==> src/rtl/sram_like_arbiter_if.sv <==
// Bundles the instruction, data and downstream sram-like ports shared by the arbiter.
// slave is the arbiter's view; master is the view of the CPU masters plus the bridge.
interface sram_like_arbiter_if;
  logic        inst_req;
  logic        inst_wr;
  logic [1:0]  inst_size;
  logic [31:0] inst_addr;
  logic [31:0] inst_wdata;
  logic [31:0] inst_rdata;
  logic        inst_addr_ok;
  logic        inst_data_ok;

  logic        data_req;
  logic        data_wr;
  logic [1:0]  data_size;
  logic [31:0] data_addr;
  logic [31:0] data_wdata;
  logic [3:0]  data_wstrb;
  logic [31:0] data_rdata;
  logic        data_addr_ok;
  logic        data_data_ok;

  logic        s_req;
  logic        s_wr;
  logic [1:0]  s_size;
  logic [31:0] s_addr;
  logic [31:0] s_wdata;
  logic [3:0]  s_wstrb;
  logic [31:0] s_rdata;
  logic        s_addr_ok;
  logic        s_data_ok;

  modport slave (
    input  inst_req, inst_wr, inst_size, inst_addr, inst_wdata,
    output inst_rdata, inst_addr_ok, inst_data_ok,
    input  data_req, data_wr, data_size, data_addr, data_wdata, data_wstrb,
    output data_rdata, data_addr_ok, data_data_ok,
    output s_req, s_wr, s_size, s_addr, s_wdata, s_wstrb,
    input  s_rdata, s_addr_ok, s_data_ok
  );

  modport master (
    output inst_req, inst_wr, inst_size, inst_addr, inst_wdata,
    input  inst_rdata, inst_addr_ok, inst_data_ok,
    output data_req, data_wr, data_size, data_addr, data_wdata, data_wstrb,
    input  data_rdata, data_addr_ok, data_data_ok,
    input  s_req, s_wr, s_size, s_addr, s_wdata, s_wstrb,
    output s_rdata, s_addr_ok, s_data_ok
  );
endinterface

==> src/rtl/sram_like_arbiter.sv <==
// Shares one downstream sram-like port between instruction fetch and data access.
// Data has priority; a starvation counter forces an inst grant after STARVE_LIMIT data wins.
module sram_like_arbiter #(
  parameter int unsigned STARVE_LIMIT = 4
) (
  input  logic                 clk,
  input  logic                 reset,
  sram_like_arbiter_if.slave   bus,
  output logic                 owner,
  output logic                 busy
);

  localparam logic [3:0] LIMIT = 4'(STARVE_LIMIT);

  typedef enum logic [1:0] {IDLE, REQ, WAIT, RESP} state_t;

  state_t      state_q, state_d;
  logic [3:0]  starve_q, starve_d;
  logic        owner_q, owner_d;
  logic        wr_q, wr_d;
  logic [1:0]  size_q, size_d;
  logic [31:0] addr_q, addr_d;
  logic [31:0] wdata_q, wdata_d;
  logic [3:0]  wstrb_q, wstrb_d;
  logic [31:0] rdata_q, rdata_d;

  logic gnt_inst;
  logic gnt_data;

  always_comb begin
    state_d  = state_q;
    starve_d = starve_q;
    owner_d  = owner_q;
    wr_d     = wr_q;
    size_d   = size_q;
    addr_d   = addr_q;
    wdata_d  = wdata_q;
    wstrb_d  = wstrb_q;
    rdata_d  = rdata_q;

    bus.inst_addr_ok = 1'b0;
    bus.data_addr_ok = 1'b0;
    bus.inst_data_ok = 1'b0;
    bus.data_data_ok = 1'b0;
    bus.s_req        = 1'b0;

    gnt_inst = bus.inst_req && (!bus.data_req || (starve_q == LIMIT));
    gnt_data = bus.data_req && !gnt_inst;

    unique case (state_q)
      IDLE: begin
        // addr_ok is suppressed during reset since the capture below is discarded
        if (gnt_inst) begin
          bus.inst_addr_ok = !reset;
          owner_d  = 1'b0;
          wr_d     = bus.inst_wr;
          size_d   = bus.inst_size;
          addr_d   = bus.inst_addr;
          wdata_d  = bus.inst_wdata;
          wstrb_d  = bus.inst_wr ? '1 : '0;
          starve_d = '0;
          state_d  = REQ;
        end else if (gnt_data) begin
          bus.data_addr_ok = !reset;
          owner_d  = 1'b1;
          wr_d     = bus.data_wr;
          size_d   = bus.data_size;
          addr_d   = bus.data_addr;
          wdata_d  = bus.data_wdata;
          wstrb_d  = bus.data_wstrb;
          if (bus.inst_req && (starve_q < LIMIT)) begin
            starve_d = starve_q + 4'd1;
          end
          state_d  = REQ;
        end
      end
      REQ: begin
        bus.s_req = 1'b1;
        if (bus.s_addr_ok) begin
          if (bus.s_data_ok) begin
            rdata_d = bus.s_rdata;
            state_d = RESP;
          end else begin
            state_d = WAIT;
          end
        end
      end
      WAIT: begin
        if (bus.s_data_ok) begin
          rdata_d = bus.s_rdata;
          state_d = RESP;
        end
      end
      RESP: begin
        bus.inst_data_ok = !owner_q;
        bus.data_data_ok = owner_q;
        state_d = IDLE;
      end
      default: state_d = IDLE;
    endcase
  end

  always_ff @(posedge clk) begin
    if (reset) begin
      state_q  <= IDLE;
      starve_q <= '0;
      owner_q  <= 1'b0;
      wr_q     <= 1'b0;
      size_q   <= '0;
      addr_q   <= '0;
      wdata_q  <= '0;
      wstrb_q  <= '0;
      rdata_q  <= '0;
    end else begin
      state_q  <= state_d;
      starve_q <= starve_d;
      owner_q  <= owner_d;
      wr_q     <= wr_d;
      size_q   <= size_d;
      addr_q   <= addr_d;
      wdata_q  <= wdata_d;
      wstrb_q  <= wstrb_d;
      rdata_q  <= rdata_d;
    end
  end

  assign bus.s_wr       = wr_q;
  assign bus.s_size     = size_q;
  assign bus.s_addr     = addr_q;
  assign bus.s_wdata    = wdata_q;
  assign bus.s_wstrb    = wstrb_q;
  assign bus.inst_rdata = rdata_q;
  assign bus.data_rdata = rdata_q;
  assign owner          = owner_q;
  assign busy           = (state_q != IDLE);

endmodule

==> src/flat_wrapper.sv <==
// flat-port wrapper written by rule: the top's interface ports become plain ports
module sram_like_arbiter_flat 
#(
  parameter int unsigned STARVE_LIMIT = 4
)
  (clk, reset, owner, busy, bus_inst_req, bus_inst_wr, bus_inst_size, bus_inst_addr, bus_inst_wdata, bus_inst_rdata, bus_inst_addr_ok, bus_inst_data_ok, bus_data_req, bus_data_wr, bus_data_size, bus_data_addr, bus_data_wdata, bus_data_wstrb, bus_data_rdata, bus_data_addr_ok, bus_data_data_ok, bus_s_req, bus_s_wr, bus_s_size, bus_s_addr, bus_s_wdata, bus_s_wstrb, bus_s_rdata, bus_s_addr_ok, bus_s_data_ok);
  sram_like_arbiter_if bus_i ();
  input  logic clk;
  input  logic reset;
  output logic owner;
  output logic busy;
  input wire logic [$bits(bus_i.inst_req)-1:0] bus_inst_req;
  input wire logic [$bits(bus_i.inst_wr)-1:0] bus_inst_wr;
  input wire logic [$bits(bus_i.inst_size)-1:0] bus_inst_size;
  input wire logic [$bits(bus_i.inst_addr)-1:0] bus_inst_addr;
  input wire logic [$bits(bus_i.inst_wdata)-1:0] bus_inst_wdata;
  output wire logic [$bits(bus_i.inst_rdata)-1:0] bus_inst_rdata;
  output wire logic [$bits(bus_i.inst_addr_ok)-1:0] bus_inst_addr_ok;
  output wire logic [$bits(bus_i.inst_data_ok)-1:0] bus_inst_data_ok;
  input wire logic [$bits(bus_i.data_req)-1:0] bus_data_req;
  input wire logic [$bits(bus_i.data_wr)-1:0] bus_data_wr;
  input wire logic [$bits(bus_i.data_size)-1:0] bus_data_size;
  input wire logic [$bits(bus_i.data_addr)-1:0] bus_data_addr;
  input wire logic [$bits(bus_i.data_wdata)-1:0] bus_data_wdata;
  input wire logic [$bits(bus_i.data_wstrb)-1:0] bus_data_wstrb;
  output wire logic [$bits(bus_i.data_rdata)-1:0] bus_data_rdata;
  output wire logic [$bits(bus_i.data_addr_ok)-1:0] bus_data_addr_ok;
  output wire logic [$bits(bus_i.data_data_ok)-1:0] bus_data_data_ok;
  output wire logic [$bits(bus_i.s_req)-1:0] bus_s_req;
  output wire logic [$bits(bus_i.s_wr)-1:0] bus_s_wr;
  output wire logic [$bits(bus_i.s_size)-1:0] bus_s_size;
  output wire logic [$bits(bus_i.s_addr)-1:0] bus_s_addr;
  output wire logic [$bits(bus_i.s_wdata)-1:0] bus_s_wdata;
  output wire logic [$bits(bus_i.s_wstrb)-1:0] bus_s_wstrb;
  input wire logic [$bits(bus_i.s_rdata)-1:0] bus_s_rdata;
  input wire logic [$bits(bus_i.s_addr_ok)-1:0] bus_s_addr_ok;
  input wire logic [$bits(bus_i.s_data_ok)-1:0] bus_s_data_ok;
  assign bus_i.inst_req = bus_inst_req;
  assign bus_i.inst_wr = bus_inst_wr;
  assign bus_i.inst_size = bus_inst_size;
  assign bus_i.inst_addr = bus_inst_addr;
  assign bus_i.inst_wdata = bus_inst_wdata;
  assign bus_inst_rdata = bus_i.inst_rdata;
  assign bus_inst_addr_ok = bus_i.inst_addr_ok;
  assign bus_inst_data_ok = bus_i.inst_data_ok;
  assign bus_i.data_req = bus_data_req;
  assign bus_i.data_wr = bus_data_wr;
  assign bus_i.data_size = bus_data_size;
  assign bus_i.data_addr = bus_data_addr;
  assign bus_i.data_wdata = bus_data_wdata;
  assign bus_i.data_wstrb = bus_data_wstrb;
  assign bus_data_rdata = bus_i.data_rdata;
  assign bus_data_addr_ok = bus_i.data_addr_ok;
  assign bus_data_data_ok = bus_i.data_data_ok;
  assign bus_s_req = bus_i.s_req;
  assign bus_s_wr = bus_i.s_wr;
  assign bus_s_size = bus_i.s_size;
  assign bus_s_addr = bus_i.s_addr;
  assign bus_s_wdata = bus_i.s_wdata;
  assign bus_s_wstrb = bus_i.s_wstrb;
  assign bus_i.s_rdata = bus_s_rdata;
  assign bus_i.s_addr_ok = bus_s_addr_ok;
  assign bus_i.s_data_ok = bus_s_data_ok;
  sram_like_arbiter #(.STARVE_LIMIT(STARVE_LIMIT)) u_core (.clk(clk), .reset(reset), .bus(bus_i), .owner(owner), .busy(busy));
endmodule
==> config.mk <==
export PLATFORM = sky130hd
export DESIGN_NAME = sram_like_arbiter_flat
export DESIGN_NICKNAME = d
export VERILOG_FILES = /design/src/rtl/sram_like_arbiter_if.sv /design/src/rtl/sram_like_arbiter.sv /design/src/flat_wrapper.sv
export SDC_FILE = /design/constraint.sdc
export NUM_CORES = 1
export LEC_CHECK = 0
export ABC_AREA = 1
export BUFFER_PORTS_ARGS = -buffer_cell sky130_fd_sc_hd__buf_2
export CAP_MARGIN = 20
export CORE_AREA = 2 2 122 124
export DETAILED_ROUTE_END_ITERATION = 10
export DIE_AREA = 0 0 124 126
export GPL_TIMING_DRIVEN = 0
export PLACE_DENSITY = 0.79
export SLEW_MARGIN = 15
export SYNTH_ARGS = -nofsm -noshare
export SYNTH_HDL_FRONTEND = slang
export SYNTH_SLANG_ARGS = --single-unit
==> constraint.sdc <==
create_clock -name clk -period 3.09 [get_ports clk]
set_input_delay 0.309 -clock clk [delete_from_list [all_inputs] [get_ports clk]]
set_output_delay 0.309 -clock clk [all_outputs]
set_load 0.02 [all_outputs]
# Yosys cells after proc, flatten, opt, wreduce, memory -nomap -nowiden

Cells that the tools add are included.

Equality and inequality tests: 7
Add/sub/neg operators: 1
Magnitude comparators: 1
Mux-type cells: 33
Reduce and logical (&&, ||, !) cells: 17

Operators with widths:

| kind                | count |
|---|---|
| $mux 32             | 6 |
| $pmux 32 s2         | 1 |
| $mux 4              | 6 |
| $mux 1              | 13 |
| $mux 2              | 6 |
| $pmux 2 s4          | 1 |
| $reduce_bool 2->1   | 4 |
| $reduce_and 3->1    | 2 |
| $add 4x1->4 const B | 1 |
| $eq 2x2->1 const B  | 2 |
| $eq 4x3->1 const B  | 1 |
| $logic_not 1->1     | 4 |
| $lt 4x3->1 const B  | 1 |
| $ne 2x2->1 const B  | 2 |
| $reduce_and 2->1    | 2 |
| $logic_and 1x1->1   | 3 |
| $ne 3x1->1 const B  | 1 |
| $eq 2x1->1 const B  | 1 |
| $logic_not 2->1     | 1 |
| $logic_or 1x1->1    | 1 |

Flip-flop bits (word level): 110
Word-level logic and storage cells: 68
Bits of input ports: 176
Output and inout bits: 142

# Depth between registers and ports, before layout

Depth after elaboration: 8
Depth in mapped cells: 11
Mapped depth without buffers: 9

# Worst setup path before layout

OpenSTA, ideal clock, no wires.

Kind: reg2out
Start point: register u_core.starve_q[0]
End point: output bus_inst_addr_ok
Arrival time: 1.513 ns
Required time: 2.781 ns
Cell stages (with the launch flop): 9
Path slack: 1.268 ns
Path buffers: 2
Cell sequence: dfxtp_1 > inv_1 > ha_1 > nand3_1 > nand2_2 > nand2_2 > buf_6 > buf_4 > nor3_1

Word-level cells in the longest chain between the ends: 5

Ends and longest elaborated chain:

| item                   | line                     | source |
|---|---|---|
| from (decl)            | sram_like_arbiter.sv:18  | `logic [3:0] starve_q, starve_d;` |
| from (signal assigned) | sram_like_arbiter.sv:116 | `starve_q <= starve_d;` |
| $eq 4x3->1             | sram_like_arbiter.sv:47  | `gnt_inst = bus.inst_req && (!bus.data_req \|\| (starve_q == LIMIT));` |
| $logic_or 1x1->1       | sram_like_arbiter.sv:47  |  |
| $logic_and 1x1->1      | sram_like_arbiter.sv:47  |  |
| $mux 1                 | sram_like_arbiter.sv:53  | `if (gnt_inst) begin` |
| $mux 1                 | sram_like_arbiter.sv:50  | `unique case (state_q)` |
| to (decl)              | flat_wrapper.sv:18       | `output wire logic [$bits(bus_i.inst_addr_ok)-1:0] bus_inst_addr_ok;` |

No other way between the ends.

# Worst setup path in the final report

Start point: register u_core.starve_q[0]
End point: output bus_data_addr_ok

Word-level cells in the longest chain between the ends: 8

Ends and longest elaborated chain:

| item                  | line                    | source |
|---|---|---|
| $eq 4x3->1 (*)        | sram_like_arbiter.sv:47 |  |
| $logic_or 1x1->1 (*)  | sram_like_arbiter.sv:47 |  |
| $logic_and 1x1->1 (*) | sram_like_arbiter.sv:47 |  |
| $logic_not 1->1       | sram_like_arbiter.sv:48 | `gnt_data = bus.data_req && !gnt_inst;` |
| $logic_and 1x1->1     | sram_like_arbiter.sv:48 |  |
| $mux 1                | sram_like_arbiter.sv:63 | `end else if (gnt_data) begin` |
| $mux 1 (*)            | sram_like_arbiter.sv:53 |  |
| $mux 1 (*)            | sram_like_arbiter.sv:50 |  |
| to (decl)             | flat_wrapper.sv:27      | `output wire logic [$bits(bus_i.data_addr_ok)-1:0] bus_data_addr_ok;` |

Mark *: on every way between the ends. The rest lies on a longest branch, timed or not.

==> flow_metrics.py <==
metrics = {
    "run_status": {
        "outcome": "finished clean",
    },
    "clock_network": {
        "cts_buffer_depth": 2,
        "cts-root-buf": "clkbuf_16",
        "cts.sinks": 110,
        "cts_setup_buffers": 0,
        "cts_made_buffers": 9,
        "clk_pin_slew_ns": 0.08,
        "cts_tree": "yes",
        "cts_hold_buf": 0,
        "htree_num_levels": 3,
        "cts_resized": 0,
        "clk_latency_ns": 0.35,
    },
    "finish": {
        "num-nets-final": 1358,
        "drive_above_1_share": 0.349,
        "syn2layout_area_growth_pct": 37.5,
        "register_area_mm2": 0.00220,
        "fin_area_mm2": 0.00773,
        "fillers": 1464,
        "final_util": 0.540,
        "multiInputGateArea_mm2": 0.00239,
    },
    "critical_path": {
        "max_stage_delay_ns": 0.36,
        "worstSetupPathType": "register to primary output",
        "cp_num_buf_inv": 4,
        "crit_path_end_kind": "primary output",
        "crit_path_cell_trace": "inv_1 > ha_1 > nand3_1 > nand2_2 > nand2_2 > buf_6 > buf_4 > nand3_1 > nor2_1 > buf_2",
        "worstPathArrival_ns": 2.06,
        "path_max_fanout": 10,
        "cpMaxStageDelayCell": "dfxtp_1",
        "cp.required_ns": 2.78,
        "crit_path_start_kind": "register",
        "critPathTopFamily": "buffers and inverters",
    },
    "placed_design": {
        "port_buffers": 315,
        "dp_slack_ns": 1.04,
        "dp.final_hpwl_um": 14300,
        "postPlaceCellArea_mm2": 0.00743,
        "finalWeightedCongestion": 0.903,
    },
    "route": {
        "routed_wl_um": 18200,
        "dr.pass1.iters": 5,
        "drcViolationCount": 0,
        "post_drt_wl_per_cell_um": 13.3,
        "viasPerCell": 4.59,
        "drt_iter0_drc": 327,
        "ant_nets": 0,
        "dr_total_vias": 6267,
    },
    "yosys": {
        "synth_cells": 849,
        "yosysWarnings": 0,
        "yosys.area.top_type": "dfxtp_1",
        "synth_area_leaders": "dfxtp_1, nand3_1, nand2_1",
        "synth_cell_types": 25,
        "syn_area_mm2": 0.00562,
        "synth_top_area_share": 0.392,
        "synth_nets": 1032,
        "yosysSeqAreaShare": 0.392,
        "synth-seq-cells": 110,
        "syn_area_per_cell_um2": 6.62,
    },
    "global_routing": {
        "grt_max_degree": 19,
        "grt.total_usage": 0.224,
        "use_met1": 0.282,
        "gr-max-usage-layer": "met2",
        "use_met3": 0.0408,
        "grt-ovfl-total": 0,
        "grt_pass1_wl_um": 27400,
        "grt_use_met2": 0.377,
        "grt_pass1_vias": 5600,
        "antenna_found_initial": 1,
    },
    "sta": {
        "period_needed_ns": 2.37,
        "whs_ns": 0.218,
        "worstMarginPinSlew_ns": 0.583,
        "worst_slack_ns": 0.717,
        "drv_slew": 0,
        "fin_crit_sh": 0.768,
        "fin_skew_ns": 0.0108,
        "setup_viol": 0,
        "relSlewSlack": 0.611,
        "clock.fmax_mhz": 421,
        "fin_tns_setup_ns": 0,
        "final-hold-violation-count": 0,
        "rsz0062_at_grt": "false",
    },
    "floorplan": {
        "die_height_um": 126,
        "std_cell_rows": 44,
        "top_level_ports": 318,
        "initial_core_util": 0.393,
        "die-area_mm2": 0.0156,
        "coreArea_mm2": 0.0143,
        "die_w_um": 124,
    },
    "hold_path": {
        "hold_class": "input pin to register",
    },
    "pwr": {
        "p_per_area_mw_per_mm2": 887,
        "vdd_ir_drop_max_uv": 364,
        "p_leak_nw": 4.57,
    },
    "job": {
        "drv_cap": 0,
    },
}
-- cell usage after synthesis --
cell and number:
a21oi_1 37, buf_1 3, buf_2 20, buf_4 43
buf_6 7, buf_8 1, clkbuf_1 14, dfxtp_1 110
ha_1 7, inv_1 116, inv_2 3, nand2_1 159
nand2_2 2, nand3_1 148, nand3_4 1, nand3b_1 1
nand4_1 1, nor2_1 135, nor2_4 1, nor2_8 1
nor3_1 3, o21ai_0 22, o21ai_1 12, or2_2 1
or2_4 1
-- metal layers --
metal | part of all wire | up-vias
met5 | 0 | -
met3 | 0.067 | 31
li1 | - | 3239
met4 | 0.028 | 0
met2 | 0.48 | 240
met1 | 0.43 | 2757
-- cells in the final DEF (no fill, tap or decap), types with 9 or more instances in the layout --
| cell type | n |
|---|---|
| nor2_1 | 135 |
| a21oi_1 | 37 |
| o21ai_1 | 12 |
| dfxtp_1 | 110 |
| buf_2 | 335 |
| clkbuf_1 | 14 |
| o21ai_0 | 22 |
| nand2_1 | 159 |
| buf_4 | 43 |
| inv_1 | 116 |
| clkbuf_16 | 9 |
| nand3_1 | 148 |
-- registers in the layout, summed over array words and instances (netlist names) --
register and flops:
u_core.bus.s_addr 32, u_core.bus.data_rdata 32, u_core.starve_q 4, u_core.bus.s_wdata 32, u_core.owner 1, u_core.bus.s_wr 1, u_core.bus.s_size 2, u_core.bus.s_wstrb 4
u_core.state_q 2
-- worst min-delay path, delay by kind of cell --
family,cells,cell delay [ns]
AOI/OAI and AO/OA,2,0.15
buffers and inverters,1,0.08
-- through the flow --
stage | power, W | instances
final | 0.00685 | 1365
after CTS | 0.00691 | 1364
after global routing | 0.00736 | 1365
after floorplan | 0.00460 | 849
after detailed placement | 0.00572 | 1348
after global placement | 0.00565 | 1348
-- area by class of cell --
class | count | area share
Multi-Input combinational cell | 532 | 0.310
Sequential cell | 110 | 0.285
Timing Repair Buffer | 315 | 0.204
Buffer | 88 | 0.0751
Inverter | 119 | 0.0578
Tap cell | 184 | 0.0298
Clock buffer | 9 | 0.0291
Clock inverter | 7 | 0.00939
Antenna cell | 1 | 0.000324
-- path summary, 6_finish.rpt --
path / cells past startpoint / from / end / slack [ns]
worst max-delay path: 10 / u_core.starve_q[0]$_SDFFE_PP0P_ / bus_data_addr_ok / 0.72
worst min register to register: 2 / u_core.bus.data_rdata[8]$_SDFFE_PP0P_ / u_core.bus.data_rdata[8]$_SDFFE_PP0P_ / 0.46
worst min-delay path: 3 / bus_s_rdata[7] / u_core.bus.data_rdata[7]$_SDFFE_PP0P_ / 0.22
worst max register to register: 9 / u_core.state_q[0]$_SDFFE_PP0P_ / u_core.bus.s_wdata[21]$_SDFFE_PP0P_ / 1.37
-- where the power goes --
part / total (W) / internal [W] / switching [W]
Sequential: 0.00215 / 0.00188 / 0.000270
Clock: 0.00118 / 0.000631 / 0.000544
Combinational: 0.00353 / 0.00132 / 0.00221
Total: 0.00685 / 0.00383 / 0.00303
-- cells by family after synthesis --
logic type	Yosys count	synth area share
buf+inv	207	0.183
compound gates	71	0.0632
fa+ha+maj	7	0.0156
flops	110	0.392
simple gates	454	0.347
No activity file was read; power rests on OpenSTA's default activity.
